<file path="config.mk">
export PLATFORM = sky130hd
export DESIGN_NAME = cva6_axi_quiesce_ctrl
export DESIGN_NICKNAME = d
export VERILOG_FILES = /design/src/rtl/cva6_axi_quiesce_ctrl_pkg.sv /design/src/rtl/cva6_axi_quiesce_ctrl_txn_counter.sv /design/src/rtl/cva6_axi_quiesce_ctrl.sv
export SDC_FILE = /design/constraint.sdc
export NUM_CORES = 1
export LEC_CHECK = 0
export ABC_AREA = 1
export BUFFER_PORTS_ARGS = -buffer_cell sky130_fd_sc_hd__buf_2
export CAP_MARGIN = 20
export CORE_UTILIZATION = 31
export DETAILED_ROUTE_END_ITERATION = 8
export SKIP_CTS_REPAIR_TIMING = 1
export SLEW_MARGIN = 0
export SYNTH_ARGS = -nofsm -noshare
export SYNTH_HDL_FRONTEND = slang
export SYNTH_SLANG_ARGS = --single-unit
</file>
<file path="constraint.sdc">
create_clock -name clk_i -period 5.85 [get_ports clk_i]
set_clock_uncertainty 0.2 [all_clocks]
set_input_delay 0.2925 -clock clk_i [delete_from_list [all_inputs] [get_ports clk_i]]
set_output_delay 0.2925 -clock clk_i [all_outputs]
set_load 0.02 [all_outputs]
</file>
<file path="src/rtl/cva6_axi_quiesce_ctrl_pkg.sv">
// Shared types and defaults for the CVA6 AXI quiesce controller.
// Holds the port-state enum and the indices of the three transaction counters.
package cva6_quiesce_pkg;

    typedef enum logic [1:0] {
        RUN      = 2'd0,
        DRAIN    = 2'd1,
        ISOLATED = 2'd2
    } qstate_e;

    localparam int unsigned DEFAULT_MAX_OUTSTANDING = 8;
    localparam int unsigned DEFAULT_TIMEOUT_CYCLES  = 1024;

    // Slots in the counter bank: reads, writes (AW..B), write data pending (AW..W-last)
    localparam int unsigned CNT_RD    = 0;
    localparam int unsigned CNT_WR    = 1;
    localparam int unsigned CNT_WPEND = 2;
    localparam int unsigned NUM_CNT   = 3;

endpackage

</file>
<file path="src/rtl/cva6_axi_quiesce_ctrl_txn_counter.sv">
// Up/down in-flight transaction counter; a decrement at zero saturates
// and raises a one-cycle underflow flag for the owner to latch.
module axi_txn_counter
    import cva6_quiesce_pkg::*;
#(
    parameter int unsigned CNT_WIDTH = 4
) (
    input  logic                 clk_i,
    input  logic                 rst_i,
    input  logic                 inc_i,
    input  logic                 dec_i,
    output logic [CNT_WIDTH-1:0] cnt_o,
    output logic                 underflow_o
);

    logic [CNT_WIDTH-1:0] cnt_reg;
    logic [CNT_WIDTH-1:0] cnt_next;

    always_comb begin
        cnt_next    = cnt_reg;
        underflow_o = 1'b0;
        if (inc_i && !dec_i) begin
            if (cnt_reg != '1) begin
                cnt_next = cnt_reg + CNT_WIDTH'(1);
            end
        end else if (dec_i && !inc_i) begin
            if (cnt_reg == '0) begin
                underflow_o = 1'b1;
            end else begin
                cnt_next = cnt_reg - CNT_WIDTH'(1);
            end
        end
    end

    always_ff @(posedge clk_i) begin
        if (rst_i) begin
            cnt_reg <= '0;
        end else begin
            cnt_reg <= cnt_next;
        end
    end

    assign cnt_o = cnt_reg;

endmodule

</file>
<file path="src/rtl/cva6_axi_quiesce_ctrl.sv">
// AXI master-path quiesce controller: caps and tracks in-flight transactions,
// and on request blocks new AW/AR, drains W/B/R, then acknowledges isolation.
module cva6_axi_quiesce_ctrl
    import cva6_quiesce_pkg::*;
#(
    parameter int unsigned MAX_OUTSTANDING = DEFAULT_MAX_OUTSTANDING,
    parameter int unsigned CNT_WIDTH       = $clog2(MAX_OUTSTANDING + 1),
    parameter int unsigned TIMEOUT_CYCLES  = DEFAULT_TIMEOUT_CYCLES
) (
    input  logic                 clk_i,
    input  logic                 rst_i,
    input  logic                 isolate_req_i,
    output logic                 isolate_ack_o,
    output logic                 drain_timeout_o,
    output logic                 protocol_err_o,
    output logic [CNT_WIDTH-1:0] outstanding_rd_o,
    output logic [CNT_WIDTH-1:0] outstanding_wr_o,
    input  logic                 slv_aw_valid_i,
    output logic                 slv_aw_ready_o,
    output logic                 mst_aw_valid_o,
    input  logic                 mst_aw_ready_i,
    input  logic                 slv_ar_valid_i,
    output logic                 slv_ar_ready_o,
    output logic                 mst_ar_valid_o,
    input  logic                 mst_ar_ready_i,
    input  logic                 slv_w_valid_i,
    input  logic                 slv_w_last_i,
    output logic                 slv_w_ready_o,
    output logic                 mst_w_valid_o,
    input  logic                 mst_w_ready_i,
    input  logic                 mst_b_valid_i,
    output logic                 mst_b_ready_o,
    output logic                 slv_b_valid_o,
    input  logic                 slv_b_ready_i,
    input  logic                 mst_r_valid_i,
    input  logic                 mst_r_last_i,
    output logic                 mst_r_ready_o,
    output logic                 slv_r_valid_o,
    input  logic                 slv_r_ready_i
);

    localparam logic [CNT_WIDTH-1:0] MAX_CNT = CNT_WIDTH'(MAX_OUTSTANDING);
    localparam int unsigned          TMO_W   = $clog2(TIMEOUT_CYCLES + 1);
    localparam logic [TMO_W-1:0]     TMO_MAX = TMO_W'(TIMEOUT_CYCLES);

    qstate_e              state_reg, state_next;
    logic [TMO_W-1:0]     tmo_reg, tmo_next;
    logic                 ack_reg, timeout_reg, err_reg;

    logic [NUM_CNT-1:0]   inc_vec, dec_vec, uf_vec;
    logic [CNT_WIDTH-1:0] cnt_arr [NUM_CNT];

    logic open_aw, open_ar, open_w, live, idle;
    logic aw_hs, ar_hs, w_last_hs, b_hs, r_last_hs;

    assign live = ~rst_i;

    // Gates look only at registered state/counters, so there is no valid->ready path.
    assign open_aw = (state_reg == RUN) && (cnt_arr[CNT_WR] < MAX_CNT);
    assign open_ar = (state_reg == RUN) && (cnt_arr[CNT_RD] < MAX_CNT);
    assign open_w  = (cnt_arr[CNT_WPEND] != '0);

    assign mst_aw_valid_o = slv_aw_valid_i & open_aw & live;
    assign slv_aw_ready_o = mst_aw_ready_i & open_aw & live;
    assign mst_ar_valid_o = slv_ar_valid_i & open_ar & live;
    assign slv_ar_ready_o = mst_ar_ready_i & open_ar & live;
    assign mst_w_valid_o  = slv_w_valid_i & open_w & live;
    assign slv_w_ready_o  = mst_w_ready_i & open_w & live;
    assign slv_b_valid_o  = mst_b_valid_i & live;
    assign mst_b_ready_o  = slv_b_ready_i & live;
    assign slv_r_valid_o  = mst_r_valid_i & live;
    assign mst_r_ready_o  = slv_r_ready_i & live;

    assign aw_hs     = slv_aw_valid_i & mst_aw_ready_i & open_aw & live;
    assign ar_hs     = slv_ar_valid_i & mst_ar_ready_i & open_ar & live;
    assign w_last_hs = slv_w_valid_i & mst_w_ready_i & slv_w_last_i & open_w & live;
    assign b_hs      = mst_b_valid_i & slv_b_ready_i & live;
    assign r_last_hs = mst_r_valid_i & slv_r_ready_i & mst_r_last_i & live;

    assign inc_vec[CNT_RD]    = ar_hs;
    assign dec_vec[CNT_RD]    = r_last_hs;
    assign inc_vec[CNT_WR]    = aw_hs;
    assign dec_vec[CNT_WR]    = b_hs;
    assign inc_vec[CNT_WPEND] = aw_hs;
    assign dec_vec[CNT_WPEND] = w_last_hs;

    generate
        for (genvar gi = 0; gi < NUM_CNT; gi++) begin : g_cnt
            axi_txn_counter #(
                .CNT_WIDTH (CNT_WIDTH)
            ) u_cnt (
                .clk_i       (clk_i),
                .rst_i       (rst_i),
                .inc_i       (inc_vec[gi]),
                .dec_i       (dec_vec[gi]),
                .cnt_o       (cnt_arr[gi]),
                .underflow_o (uf_vec[gi])
            );
        end
    endgenerate

    assign idle = (cnt_arr[CNT_RD] == '0) && (cnt_arr[CNT_WR] == '0)
               && (cnt_arr[CNT_WPEND] == '0);

    always_comb begin
        state_next = state_reg;
        tmo_next   = '0;
        case (state_reg)
            RUN:      if (isolate_req_i) state_next = DRAIN;
            DRAIN: begin
                if (!isolate_req_i) begin
                    state_next = RUN;
                end else if (idle) begin
                    state_next = ISOLATED;
                end
            end
            ISOLATED: if (!isolate_req_i) state_next = RUN;
            default:  state_next = RUN;
        endcase
        // Timeout only observes the drain; it never forces a transition.
        if (state_reg == DRAIN && state_next == DRAIN) begin
            tmo_next = (tmo_reg == TMO_MAX) ? tmo_reg : tmo_reg + TMO_W'(1);
        end
    end

    always_ff @(posedge clk_i) begin
        if (rst_i) begin
            state_reg   <= RUN;
            tmo_reg     <= '0;
            ack_reg     <= 1'b0;
            timeout_reg <= 1'b0;
            err_reg     <= 1'b0;
        end else begin
            state_reg   <= state_next;
            tmo_reg     <= tmo_next;
            ack_reg     <= (state_next == ISOLATED);
            timeout_reg <= (tmo_next == TMO_MAX);
            err_reg     <= err_reg | (|uf_vec);
        end
    end

    assign isolate_ack_o    = ack_reg;
    assign drain_timeout_o  = timeout_reg;
    assign protocol_err_o   = err_reg;
    assign outstanding_rd_o = cnt_arr[CNT_RD];
    assign outstanding_wr_o = cnt_arr[CNT_WR];

endmodule

</file>
==> results of run 1 <==
==> kinds of logic (layout without fill, tap and decap cells) <==
kind of cell | after synthesis | after routing
buffers and inverters | 48 | 76
DFF | 28 | 28
AOI/OAI and AO/OA | 24 | 24
adders and majority gates | 11 | 11
xor gates and xnor gates | 8 | 8
and+or+nand+nor | 168 | 168
==> per-stage QoR <==
step | util | area (um2) | std cells | hold WS, ns | setup WS [ns]
after floorplan | - | 1920 | 287 | 0.265 | 3.63
after global placement | 0.354 | 2110 | 386 | 0.299 | 3.39
after detailed placement | 0.354 | 2110 | 386 | 0.304 | 3.37
after CTS | 0.366 | 2180 | 390 | 0.106 | 3.54
after global routing | 0.366 | 2180 | 390 | 0.105 | 3.27
final | 0.366 | 2180 | 390 | 0.109 | 3.57
==> cell usage after synthesis, drive strengths merged <==
cell,n,area (um2)
dfxtp,28,561
clkbuf,1,3.75
o21ai,8,40.0
inv,36,138
ha,8,100
a211oi,4,35.0
nand4,6,50.0
nand3b,1,7.51
xnor2,4,35.0
a21o,1,7.51
nor3,5,25.0
fa,3,60.1
nor2,63,259
nand2,72,300
clkinv,1,8.76
and3,2,12.5
a21boi,1,7.51
xor2,4,35.0
buf,10,76.3
a21oi,10,50.1
nand3,19,105
==> metal layers <==
| metal | part of all wire | vias up |
|---|---|---|
| li1 | - | 947 |
| met1 | 0.46 | 760 |
| met2 | 0.48 | 34 |
| met3 | 0.046 | 5 |
| met4 | 0.0081 | 0 |
| met5 | 0 | - |
==> final cells by class <==
| type | count | area [um2] |
|---|---|---|
| clock inverters | 1 | 30.0 |
| inverters | 37 | 146 |
| fillers | 638 | 3780 |
| multi-input cells | 211 | 1130 |
| well taps | 75 | 93.8 |
| repair buffers | 35 | 175 |
| flip-flops and latches | 28 | 561 |
| clock buffers | 3 | 41.3 |
==> where the power goes <==
part | leakage [nW] | internal [mW] | switching (mW)
logic | 0.822 | 0.0411 | 0.0720
registers | 0.227 | 0.199 | 0.0106
clock network | 0.0357 | 0.0918 | 0.0656
total | 1.08 | 0.332 | 0.148
==> worst min-delay path: stages <==
cell and delay, ns:
buf_2 0.11, nand2_1 0.10, nor2_1 0.06
==> path summary, 6_finish.rpt <==
check                                       startpoint                              endpoint  slack [ns]  cells after the start
setup / recovery  g_cnt[2].u_cnt.cnt_o[0]$_SDFFE_PP0P_  g_cnt[2].u_cnt.cnt_o[3]$_SDFFE_PP0P_        3.57                     14
hold / removal                           isolate_req_i               state_reg[0]$_SDFF_PP0_        0.11                      3
hold reg to reg   g_cnt[2].u_cnt.cnt_o[2]$_SDFFE_PP0P_  g_cnt[2].u_cnt.cnt_o[2]$_SDFFE_PP0P_        0.32                      2
setup reg to reg  g_cnt[2].u_cnt.cnt_o[0]$_SDFFE_PP0P_  g_cnt[2].u_cnt.cnt_o[3]$_SDFFE_PP0P_        3.57                     14
==> flow_metrics.tcl, run 1 <==
set metrics [dict create \
    slowest_delay_ns 0.39 \
    wl_per_cell_um 10.1 \
    maxCapViolations 0 \
    final_cell_mix "nand2_1, nor2_1, buf_2" \
    die_w_um 80.6 \
    crit_type "reg2reg" \
    worstPathCellList "nor2_1 -> nand2_1 -> nand3_1 -> nand3_1 -> ha_1 -> a21boi_0 -> nor2_1 -> inv_1 -> nand2_1 -> nand2_1 -> inv_1 -> nand3_1 -> nand2_1 -> nor2_1" \
    grt_pass1_vias 1588 \
    power_mw 0.480 \
    fin_crit_sh 0.391 \
    cts.sinks 28 \
    dp_hpwl_mm 3.18 \
    synth-simple-area-share 0.396 \
    synth_seq_area_share 0.292 \
    synth_xor_xnor_area_share 0.0366 \
    cts_max_path_buffers 2 \
    start_util 0.322 \
    tns_ns 0 \
    post-route-min-period_ns 2.28 \
    num_rows 28 \
    vias 1746 \
    largest_register_ffs 12 \
    leakagePower_nw 1.08 \
    synth_fa_ha_area_frac 0.0836 \
    grt_use_met3 0.0295 \
    synthesis.instances 287 \
    root_buffer "clkbuf_8" \
    status "finished, final reports clean" \
    drive_gt1_frac 0.194 \
    peakVddDrop_mv 0.128 \
    routabilityCongestion 0.820 \
    critPathLaunchType "flop" \
    hold_viol_final 0 \
    worst_pin_slew_ns 0.314 \
    numPortBuffers 35 \
    ys_types 33 \
    max_slew_margin 0.791 \
    first_iter_violations 40 \
    ios 36 \
    fmax_mhz 438 \
    hp-class "in2reg" \
    finalSetupViolCount 0 \
    grt_pass1_wl_mm 6.86 \
    insertion_delay_ns 0.28 \
    routed_via_density 4.48 \
    grt_start_max_net_pins 19 \
    endpoint_kind "flop" \
    cts_tree "done" \
    crit_buf_inv 2 \
    synth_nets 313 \
    syn_to_final_growth_pct 13.6 \
    antenna_found_initial 0 \
    ys_warn_count 0 \
    drt_first_pass_iters 4 \
    core_mm2 0.00596 \
    path_delay_family "simple AND/OR/NAND/NOR gates" \
    cts-buffers-inserted 3 \
    antennaDiodeCount 0 \
    crit_arrival_ns 2.26 \
    final_common_cell "nand2_1" \
    avgSynthCellArea_um2 6.68 \
    drc_errors 0 \
    crit_top_cell "nand2_1" \
    drtAntennaViolNets 0 \
    worstPathMaxFanout 6 \
    met2_usage 0.235 \
    synth_mux_area_frac 0 \
    ctsHtreeMaxLevel 1 \
    clkTransAtPathRegs_ns 0.11 \
    slew_viol_final 0 \
    nets 342 \
    synth_top_family_by_area "simple AND/OR/NAND/NOR gates" \
    die_area_mm2 0.00650 \
    grt-ovfl-total 0 \
    syn_area_mm2 0.00192 \
    cp.required_ns 5.83 \
    routed_wl_mm 3.94 \
    rsz0062_at_grt "false" \
    synth-seq-cells 28 \
    grt_usage 0.134 \
    gr-usage-met1 0.165 \
    powerDensity_mw_per_mm2 221 \
    cp_slowest_cell "dfxtp_1" \
    die_h_um 80.6 \
    synth_compound_area_frac 0.0731 \
    top_usage_layer "met2" \
]
Power figures use the tool's default switching activity.
==> run 2, diff against run 1 <==
==> constraint.sdc (replaced) <==
create_clock -name clk_i -period 2 [get_ports clk_i]
set_clock_uncertainty 0.2 [all_clocks]
set_input_delay 0.1 -clock clk_i [delete_from_list [all_inputs] [get_ports clk_i]]
set_output_delay 0.1 -clock clk_i [all_outputs]
set_load 0.02 [all_outputs]
==> run 2 against run 1 <==
Effect of this change:
- the run now ends with negative setup slack left
- sequential share of layout area decreased by 3.9 points
- worst setup slack got worse by 3.6 ns
- worst hold slack lost 0.088 ns
- first-iteration DRC count rose by 23%
- fmax grew 11%
- combinational power rose to 4.1 times the previous value
- wire length increased by 17%
- clock-buffer cell count did not move
==> flow_metrics.tcl, run 2 (synthesis results as in run 1) <==
set metrics [dict create \
    status "finished with violations" \
    failed_checks "negative setup slack" \
    hold_viol_final 0 \
    fmax_mhz 487 \
    reg2regPathDepth 13 \
    placedCellCount 411 \
    cts-buffers-inserted 3 \
    rsz0062_at_grt "true" \
    place_area_mm2 0.00236 \
    final_common_cell "nand2_1" \
    powerDensity_mw_per_mm2 593 \
    leakagePower_nw 1.23 \
    hp-class "in2reg" \
    wl_met1_mm 2.11 \
    drc_errors 0 \
    ctsHtreeMaxLevel 1 \
    num_rows 28 \
    antennaDiodeCount 0 \
    grt_usage 0.146 \
    first_iter_violations 49 \
    power_mw 1.53 \
    slowest_delay_ns 0.35 \
    met3WireLength_um 207 \
    cts_tree "done" \
    drive_gt1_frac 0.348 \
    wl_met2_mm 2.25 \
    path_delay_family "simple AND/OR/NAND/NOR gates" \
    drtAntennaViolNets 0 \
    grt-ovfl-total 0 \
    ios 36 \
    grt_start_max_net_pins 17 \
    crit_type "reg2reg" \
    grt_pass1_vias 1713 \
    slew_viol_final 0 \
    final_cell_area_mm2 0.00258 \
    fin_util 0.433 \
    clkTransAtPathRegs_ns 0.10 \
    syn_to_final_growth_pct 34.7 \
    insertion_delay_ns 0.28 \
    maxCapViolations 0 \
    numPortBuffers 35 \
    antenna_found_initial 0 \
    largest_register_ffs 12 \
    endpoint_kind "flop" \
    final_cell_mix "nand2_1, nor2_1, buf_2" \
    worstPathMaxFanout 3 \
    cp_slowest_cell "dfxtp_2" \
    core_mm2 0.00596 \
    min-delay-start "rst_i" \
    root_buffer "clkbuf_8" \
    post-route-min-period_ns 2.05 \
    cts.sinks 28 \
    stdcell_count 420 \
    die_area_mm2 0.00650 \
    critPathLaunchType "flop" \
    dp_hpwl_mm 3.52 \
    crit_arrival_ns 2.08 \
    reg2reg_slack_ns -0.05 \
    cp.required_ns 2.02 \
    drt_first_pass_iters 4 \
    nets 372 \
    r2r-end "g_cnt[0].u_cnt.cnt_o[3]$_SDFFE_PP0P_" \
    vias 1939 \
    fin_crit_sh 1.03 \
    finalSetupViolCount 2 \
    wl_per_cell_um 10.9 \
    routed_wl_mm 4.59 \
    worstHoldPathCells 4 \
    grt_pass1_wl_mm 7.50 \
    routabilityCongestion 0.868 \
    worst_pin_slew_ns 0.281 \
    r2r-start "state_reg[0]$_SDFF_PP0_" \
    crit_buf_inv 1 \
    start_util 0.322 \
    route.top_layer_used "met4" \
    timing.final.ws_setup_ns -0.0530 \
    max_slew_margin 0.811 \
    cts_max_path_buffers 2 \
    die_h_um 80.6 \
    routed_via_density 4.62 \
    tns_ns -0.0989 \
    hold_end "g_cnt[0].u_cnt.cnt_o[0]$_SDFFE_PP0P_" \
    crit_path_start "state_reg[0]$_SDFF_PP0_" \
    worstPathCellList "nor2_4 -> nand4_2 -> nor2_2 -> nand2_2 -> ha_4 -> and3_4 -> nor2_4 -> inv_2 -> nand2_2 -> nand3_2 -> nand2_1 -> nand2_1 -> nor2_1" \
    die_w_um 80.6 \
    peakVddDrop_mv 0.375 \
]
run 2: changes by cell type in the layout (fill, tap and decap cells not counted), moves of 3 or more:
cell     change
nand2_1      -4
nand2_2      +3
ha_1         -6
ha_4         +6
a21oi_2      +3
nor2_1       -5
a21oi_1      -3
buf_4       +29
nand3_2      +3
nand3_1      -4
nor2_2       +3
run 2: worst max-delay path by stage:
stage / slack (ns) / cells past startpoint / endpoint
finish: -0.05 / 13 / g_cnt[0].u_cnt.cnt_o[3]$_SDFFE_PP0P_
global route: -0.16 / 13 / g_cnt[0].u_cnt.cnt_o[3]$_SDFFE_PP0P_
CTS: -0.08 / 13 / g_cnt[0].u_cnt.cnt_o[3]$_SDFFE_PP0P_
detailed placement: -0.05 / 12 / g_cnt[0].u_cnt.cnt_o[3]$_SDFFE_PP0P_
global placement: 0.02 / 12 / g_cnt[0].u_cnt.cnt_o[3]$_SDFFE_PP0P_
floorplan: -0.05 / 14 / g_cnt[1].u_cnt.cnt_o[3]$_SDFFE_PP0P_
run 2: metrics by stage:
| step | hold WS, ns | worst slack [ns] |
|---|---|---|
| after floorplan | 0.0652 | -0.0477 |
| after global placement | 0.206 | 0.0181 |
| after detailed placement | 0.204 | -0.0549 |
| after CTS | -0.0971 | -0.0848 |
| after global routing | 0.0738 | -0.159 |
| final | 0.0215 | -0.0530 |
run 2: worst register-to-register path, cell delays in order (launching register included):
cell and delay [ns]:
dfxtp_2 0.35, nor2_4 0.15, nand4_2 0.11, nor2_2 0.16, nand2_2 0.12, ha_4 0.26, and3_4 0.17, nor2_4 0.11
inv_2 0.04, nand2_2 0.05, nand3_2 0.07, nand2_1 0.07, nand2_1 0.05, nor2_1 0.10
run 2: final cells by class:
cell class                 instances  area (um2)
sequential                        28         563
multi-input combinational        211        1300
clock inverter                     1        30.0
fill                             619        3370
tap                               75        93.8
timing repair buffer              65         403
inverter                          37         146
clock buffer                       3        41.3
run 2: routing by layer:
| metal | up-vias | global-route usage |
|---|---|---|
| met5 | - | 0 |
| met4 | 0 | 0.0179 |
| met3 | 2 | 0.0295 |
| met2 | 56 | 0.258 |
| met1 | 871 | 0.185 |
| li1 | 1010 | - |
run 2: report_power, final:
group	internal (mW)	switching [mW]
Clock	0.268	0.190
Sequential	0.584	0.0245
Combinational	0.199	0.264
Total	1.05	0.479
